File: config.mk
export PLATFORM = sky130hd
export DESIGN_NAME = reg_op_sequencer_flat
export DESIGN_NICKNAME = d
export VERILOG_FILES = /design/src/rtl/reg_op_sequencer_if.sv /design/src/rtl/reg_op_sequencer.sv /design/src/flat_wrapper.sv
export SDC_FILE = /design/constraint.sdc
export NUM_CORES = 1
export LEC_CHECK = 0
export CAP_MARGIN = 20
export CORE_ASPECT_RATIO = 1.5
export CORE_MARGIN = 2
export CORE_UTILIZATION = 43
export DETAILED_ROUTE_END_ITERATION = 10
export HOLD_SLACK_MARGIN = 0.05
export PLACE_DENSITY_LB_ADDON = 0.08
export SYNTH_ARGS = -nofsm -noshare
export SYNTH_HDL_FRONTEND = slang
export SYNTH_SLANG_ARGS = --single-unit
File: constraint.sdc
create_clock -name clk -period 1.8 [get_ports clk]
set_input_delay 0.18 -clock clk [delete_from_list [all_inputs] [get_ports clk]]
set_output_delay 0.18 -clock clk [all_outputs]
set_load 0.01 [all_outputs]
File: src/rtl/reg_op_sequencer_if.sv
// reg_op_sequencer_if: reg_op_t package and the instruction/strobe bus between the sequencer and its neighbours
package reg_op_seq_pkg;
  typedef enum logic [1:0] {REG_OP_NONE = 2'd0, REG_OP_READ = 2'd1, REG_OP_WRITE = 2'd2} reg_op_t;
endpackage

interface reg_op_sequencer_if #(parameter int NUM_REGS = 4, parameter int WIDTH = 8);
  logic instr_valid;
  logic instr_ready;
  logic [7:0] instr;
  reg_op_seq_pkg::reg_op_t [NUM_REGS-1:0] reg_op;
  logic [NUM_REGS-1:0] reg_save;
  logic [NUM_REGS-1:0] reg_restore;
  logic imm_oe;
  logic [WIDTH-1:0] imm_out;
  logic busy;
  logic err;
  modport master (output instr_valid, instr, input instr_ready, reg_op, reg_save, reg_restore, imm_oe, imm_out, busy, err);
  modport slave (input instr_valid, instr, output instr_ready, reg_op, reg_save, reg_restore, imm_oe, imm_out, busy, err);
endinterface

File: src/rtl/reg_op_sequencer.sv
// reg_op_sequencer: decodes instruction bytes into register-file strobes; REG_OP_SEQ_PIPELINE_EN allows one instruction per cycle
module reg_op_sequencer import reg_op_seq_pkg::*; #(
  parameter int NUM_REGS = 4,
  parameter int WIDTH = 8
) (
  input logic clk,
  input logic rst,
  reg_op_sequencer_if.slave bus
);
`ifdef REG_OP_SEQ_PIPELINE_EN
  localparam bit PIPE = 1'b1;
`else
  localparam bit PIPE = 1'b0;
`endif
  typedef enum logic [1:0] {IDLE, EXEC, IMM_WAIT, IMM_EXEC} state_t;
  state_t state, state_n;
  logic [1:0] op_q;
  logic [2:0] dst_q, src_q;
  logic bad_q, err_q;
  logic [WIDTH-1:0] imm_q;
  logic ready, fire, take_op, bad, mov_ok, rd_ok;
  // accept gating, illegal-instruction decode and next state
  always_comb begin
    ready = PIPE || state == IDLE || state == IMM_WAIT;
    fire = bus.instr_valid && ready;
    take_op = fire && state != IMM_WAIT;
    bad = 32'(bus.instr[5:3]) >= NUM_REGS || (bus.instr[7:6] == 2'b00 &&
          (32'(bus.instr[2:0]) >= NUM_REGS || bus.instr[5:3] == bus.instr[2:0]));
    state_n = state == IMM_WAIT ? (fire ? IMM_EXEC : IMM_WAIT) :
              take_op ? (bus.instr[7:6] == 2'b11 ? IMM_WAIT : EXEC) : IDLE;
  end
  // state register
  always_ff @(posedge clk or posedge rst)
    if (rst) state <= IDLE;
    else state <= state_n;
  // latched instruction fields, immediate and sticky error
  always_ff @(posedge clk or posedge rst)
    if (rst) begin
      op_q <= '0;
      dst_q <= '0;
      src_q <= '0;
      bad_q <= 1'b0;
      err_q <= 1'b0;
      imm_q <= '0;
    end else begin
      if (take_op) begin
        op_q <= bus.instr[7:6];
        dst_q <= bus.instr[5:3];
        src_q <= bus.instr[2:0];
        bad_q <= bad;
      end
      if (fire && state == IMM_WAIT) imm_q <= WIDTH'(bus.instr);
      err_q <= err_q | (take_op && bad);
    end
  // strobes come only from registered state, so they change on posedge alone
  always_comb begin
    mov_ok = state == EXEC && !bad_q && op_q == 2'b00;
    rd_ok = mov_ok || (state == IMM_EXEC && !bad_q);
    bus.reg_op = {NUM_REGS{REG_OP_NONE}};
    bus.reg_save = '0;
    bus.reg_restore = '0;
    for (int i = 0; i < NUM_REGS; i++) begin
      bus.reg_op[i] = (mov_ok && src_q == 3'(i)) ? REG_OP_WRITE :
                      (rd_ok && dst_q == 3'(i)) ? REG_OP_READ : REG_OP_NONE;
      bus.reg_save[i] = state == EXEC && !bad_q && op_q == 2'b01 && dst_q == 3'(i);
      bus.reg_restore[i] = state == EXEC && !bad_q && op_q == 2'b10 && dst_q == 3'(i);
    end
    bus.imm_oe = state == IMM_EXEC;
    bus.imm_out = state == IMM_EXEC ? imm_q : '0;
    bus.instr_ready = ready;
    bus.busy = state != IDLE;
    bus.err = err_q;
  end
endmodule

File: src/flat_wrapper.sv
// flat-port wrapper written by rule: the top's interface ports become plain ports
module reg_op_sequencer_flat import reg_op_seq_pkg::*;
#(
  parameter int NUM_REGS = 4,
  parameter int WIDTH = 8
)
  (clk, rst, bus_instr_valid, bus_instr, bus_instr_ready, bus_reg_op, bus_reg_save, bus_reg_restore, bus_imm_oe, bus_imm_out, bus_busy, bus_err);
  reg_op_sequencer_if #(.NUM_REGS(NUM_REGS), .WIDTH(WIDTH)) bus_i ();
  input logic clk;
  input logic rst;
  input wire logic [$bits(bus_i.instr_valid)-1:0] bus_instr_valid;
  input wire logic [$bits(bus_i.instr)-1:0] bus_instr;
  output wire logic [$bits(bus_i.instr_ready)-1:0] bus_instr_ready;
  output wire logic [$bits(bus_i.reg_op)-1:0] bus_reg_op;
  output wire logic [$bits(bus_i.reg_save)-1:0] bus_reg_save;
  output wire logic [$bits(bus_i.reg_restore)-1:0] bus_reg_restore;
  output wire logic [$bits(bus_i.imm_oe)-1:0] bus_imm_oe;
  output wire logic [$bits(bus_i.imm_out)-1:0] bus_imm_out;
  output wire logic [$bits(bus_i.busy)-1:0] bus_busy;
  output wire logic [$bits(bus_i.err)-1:0] bus_err;
  assign bus_i.instr_valid = bus_instr_valid;
  assign bus_i.instr = bus_instr;
  assign bus_instr_ready = bus_i.instr_ready;
  assign bus_reg_op = bus_i.reg_op;
  assign bus_reg_save = bus_i.reg_save;
  assign bus_reg_restore = bus_i.reg_restore;
  assign bus_imm_oe = bus_i.imm_oe;
  assign bus_imm_out = bus_i.imm_out;
  assign bus_busy = bus_i.busy;
  assign bus_err = bus_i.err;
  reg_op_sequencer #(.NUM_REGS(NUM_REGS), .WIDTH(WIDTH)) u_core (.clk(clk), .rst(rst), .bus(bus_i));
endmodule
==> summary.txt <==
Run status
  • Run status: complete, but fails checks
  • Violations in the final reports: negative setup slack

Routing
  • Uppermost layer routed: met4
  • Via density per instance: approximately 5.3
  • Wire length on met2: roughly 1500 µm
  • Post-route antenna net violation count: 0
  • Total via count after detailed routing: between 900 and 1000
  • Met3 wire len: roughly 140 µm
  • DRC errors left: 0
  • Wire length on met1: just over 900 µm
  • WL final: between 2000 and 3000 µm
  • First drt pass iteration count: 3
  • Routed WL per cell: 14.42 µm
  • DR iter-0 viols: 20

Run
  • Total of max-cap violations: 0

STA
  • Final max-slew violation count: 0
  • Hold Fails Final Rpt: 0
  • Skew final: 0.004922 ns
  • Maximum frequency from static timing analysis: 512.9 MHz
  • Finish-stage setup viols: 8
  • Slew at the pin closest to its max-slew limit: just over 0.4 ns
  • Post-layout min period: a little under 2 ns
  • Hold WS: between 0.15 and 0.2 ns
  • Crit path setup slack, layout: -0.1496 ns
  • Post-route clock period utilization: 1.083
  • Worst slew margin: 0.7277
  • Unrepaired setup endpoints after global routing: true

CTS
  • Worst-case clock buffer depth: 2
  • TritonCTS clock tree: built
  • TritonCTS Sinks: 20
  • TritonCTS buffer count: 3
  • Hold_buf cts: 0
  • Latest clock arrival within the worst-skew pair: ~0.3 ns
  • Number of levels in the clock H-tree: 1
  • Register clock-pin slew on the reported worst setup and hold paths: 0.11 ns
  • CTS root buffer: sky130_fd_sc_hd__clkbuf_4

Floorplan
  • Ports: 39
  • Die area: about 2900 µm²
  • Core area: between 2000 and 2500 µm²
  • Number of standard-cell rows in the floorplan: 22
  • Die W: approximately 45 µm
  • Die outline height: between 60 and 70 µm
  • Initial core utilization: 0.4441

Synth
  • Flip-flop and latch count after synthesis: 20
  • Cell area after synthesis: approximately 1100 µm²
  • Net Count, Synth: between 100 and 150
  • YS warnings: 0
  • Sequential area share after synthesis: 0.4706
  • Unique masters post-synth: 29
  • Synthesized netlist cell count: 97
  • Post-synthesis area per instance: between 10 and 15 µm²

Placement
  • Quantity of I/O buffers inserted on ports: 38
  • Weighted congestion reported at the end of routability-driven placement: 0.7326
  • Detail Placement HPWL: around 2000 µm
  • DP Cell Count: around 170

Setup path
  • Critical Path, Cell by Cell: or4b_4 > buf_4 > nor3_4 > nor3_1 > buf_2
  • WP buf/inv: 2
  • Slowest stage cell on the critical path: sky130_fd_sc_hd__or4b_4
  • Capturing element type of the critical path: primary output
  • Data required time of the critical path: between 1.5 and 2 ns
  • Critical Path Max Stage Delay: just under 0.6 ns
  • Crit. path cell count: 5
  • Top cell family by delay on the critical path: simple AND/OR/NAND/NOR gates
  • Classification of the worst setup path: register to primary output
  • Crit start category: register
  • Logic depth of the worst register-to-register path: 5
  • Max Fanout on Critical Path: 4
  • Arrival time at the worst endpoint: 1.77 ns

Global routing
  • Wire length of the first global-routing pass: 4422 µm
  • Maximum number of pins on one net before global-route repair: 21
  • Total overflow reported by the global router: 0
  • Total routing usage reported by global routing: 0.2078
  • Vias in the first global route: between 900 and 1000
  • Antenna violations before repair: 0

Pwr
  • Leak pwr: approximately 0.78 nW
  • Sequential share of power: 0.429
  • Design internal power: between 1 and 1.5 mW
  • Power density over cell area: a little over 900 nW/µm²
  • Net load switching power: between 0.4 and 0.5 mW
  • Gate power share: 0.329
  • Peak ir drop on the vdd network: ~0.80 mV
  • Clk pwr share: 0.242
  • Sw frac: 0.2815

Final layout
  • Net count reported at finish: about 170
  • Antenna fix cells: 0
  • Fraction of layout instances using a drive strength above 1: 0.4351
  • Most used cells in the layout excluding fill and tap cells: 19 x sky130_fd_sc_hd__dfrtp_1, 16 x sky130_fd_sc_hd__mux2_2, 16 x sky130_fd_sc_hd__buf_4
  • Final standard cell count with taps included and fillers excluded: between 150 and 200
  • Fillers: 210
  • Most frequent standard cell in the layout excluding fill and tap cells: sky130_fd_sc_hd__dfrtp_1
  • Layout overhead on the synthesized area: 52.00%

Min path
  • Worst hold-check path type: input pin to asynchronous set/reset pin
-- registers in the layout (all words and copies together), names as in the netlist --
| register | cells |
|---|---|
| u_core.bad_q | 1 |
| u_core.bus.err | 1 |
| u_core.state | 2 |
| u_core.op_q | 2 |
| u_core.dst_q | 3 |
| u_core.imm_q | 8 |
| u_core.src_q | 3 |
-- tightest hold or removal path: cells and delay by family --
family                 cells  cell delay [ns]
buffers and inverters      3             0.70
-- power groups by stage --
stage / sequential, mW / clock [mW] / combinational [mW]
finish: 0.638 / 0.359 / 0.489
global route: 0.654 / 0.405 / 0.533
CTS: 0.637 / 0.373 / 0.485
detailed placement: 0.647 / 0 / 0.474
global placement: 0.638 / 0 / 0.461
floorplan: 0.647 / 0 / 0.254
-- logic make-up (layout without fill, tap and decap cells) --
kind of cell,count (synthesis),count (layout),synth area share
and+or+nand+nor,45,45,0.2718
muxes,16,16,0.1694
AOI/OAI and AO/OA,7,7,0.04472
xor gates and xnor gates,2,2,0.01647
buffers and inverters,7,64,0.02706
DFF,20,20,0.4706
-- per-stage QoR --
| stage | utilization | area, µm² | setup TNS (ns) | power [mW] | setup slack, ns |
|---|---|---|---|---|---|
| 4_1_cts | 0.6740 | 1614 | -1.485 | 1.494 | -0.2174 |
| 6_report | 0.6750 | 1617 | -0.8168 | 1.487 | -0.1496 |
| 3_5_place_dp | 0.6520 | 1562 | -1.220 | 1.121 | -0.1818 |
| 2_1_floorplan | - | 1064 | 0 | 0.9004 | 0.2037 |
| 5_1_grt | 0.6750 | 1617 | -1.728 | 1.592 | -0.2648 |
| 3_3_place_gp | 0.6520 | 1562 | -0.7553 | 1.099 | -0.1273 |
-- timing repair --
action | in CTS | in global routing
buffers inserted | 7 | 1
pin swaps | 13 | 10
hold endpoints to repair | 0 | 0
resized for setup | 71 | 16
endpoints found under the setup margin | 26 | 17
-- metal layers --
layer  vias to the layer above  global-route usage
li1                        463                   -
met1                       439              0.2212
met2                        29              0.3859
met3                         4             0.01671
met4                         0              0.1023
met5                         -                   0
-- Yosys cell counts --
library cell	number	area, µm²
sky130_fd_sc_hd__dfrtp_1	20	500.5
sky130_fd_sc_hd__mux2_2	16	180.2
sky130_fd_sc_hd__nor2_1	13	48.80
sky130_fd_sc_hd__and3_1	8	50.05
sky130_fd_sc_hd__nor3_1	4	20.02
sky130_fd_sc_hd__inv_1	3	11.26
sky130_fd_sc_hd__nand2_1	3	11.26
sky130_fd_sc_hd__nand3b_1	3	22.52
sky130_fd_sc_hd__buf_2	2	10.01
sky130_fd_sc_hd__clkbuf_1	2	7.510
sky130_fd_sc_hd__nand2b_1	2	12.51
sky130_fd_sc_hd__nor3b_1	2	15.01
sky130_fd_sc_hd__nor4_4	2	42.54
sky130_fd_sc_hd__xnor2_1	2	17.52
sky130_fd_sc_hd__a211oi_1	1	7.510
sky130_fd_sc_hd__a31oi_1	1	6.260
sky130_fd_sc_hd__and2_1	1	6.260
sky130_fd_sc_hd__and2b_1	1	7.510
sky130_fd_sc_hd__nor3_2	1	10.01
sky130_fd_sc_hd__o211ai_1	1	7.510
sky130_fd_sc_hd__o21a_1	1	7.510
sky130_fd_sc_hd__o21ai_0	1	5.000
sky130_fd_sc_hd__o21bai_1	1	7.510
sky130_fd_sc_hd__o22ai_1	1	6.260
sky130_fd_sc_hd__or2_2	1	6.260
sky130_fd_sc_hd__or3_1	1	6.260
sky130_fd_sc_hd__or3b_2	1	8.760
sky130_fd_sc_hd__or4_1	1	7.510
sky130_fd_sc_hd__or4b_4	1	13.76
-- layout make-up --
type | count | area (µm²) | area share
multi-input combinational | 70 | 569.3 | 0.3522
sequential | 20 | 501.7 | 0.3104
timing repair buffer | 57 | 451.7 | 0.2794
clock inverter | 1 | 30.03 | 0.01858
tap | 24 | 30.03 | 0.01858
clock buffer | 3 | 22.52 | 0.01393
inverter | 3 | 11.26 | 0.006966
-- path summary, 6_finish.rpt --
check,slack (ns),from,endpoint
min in group clk,0.52,u_core.bus.err$_DFF_PP0_,u_core.bus.err$_DFF_PP0_
setup reg to reg,0.19,u_core.state[0]$_DFF_PP0_,u_core.imm_q[7]$_DFFE_PP0P_
setup / recovery,-0.15,u_core.op_q[1]$_DFFE_PP0P_,bus_reg_op[6]
max in group asynchronous,1.38,rst,u_core.state[1]$_DFF_PP0_
hold reg to reg,0.52,u_core.bus.err$_DFF_PP0_,u_core.bus.err$_DFF_PP0_
hold / removal,0.20,rst,u_core.imm_q[5]$_DFFE_PP0P_
(Power assumes the default switching activity.)
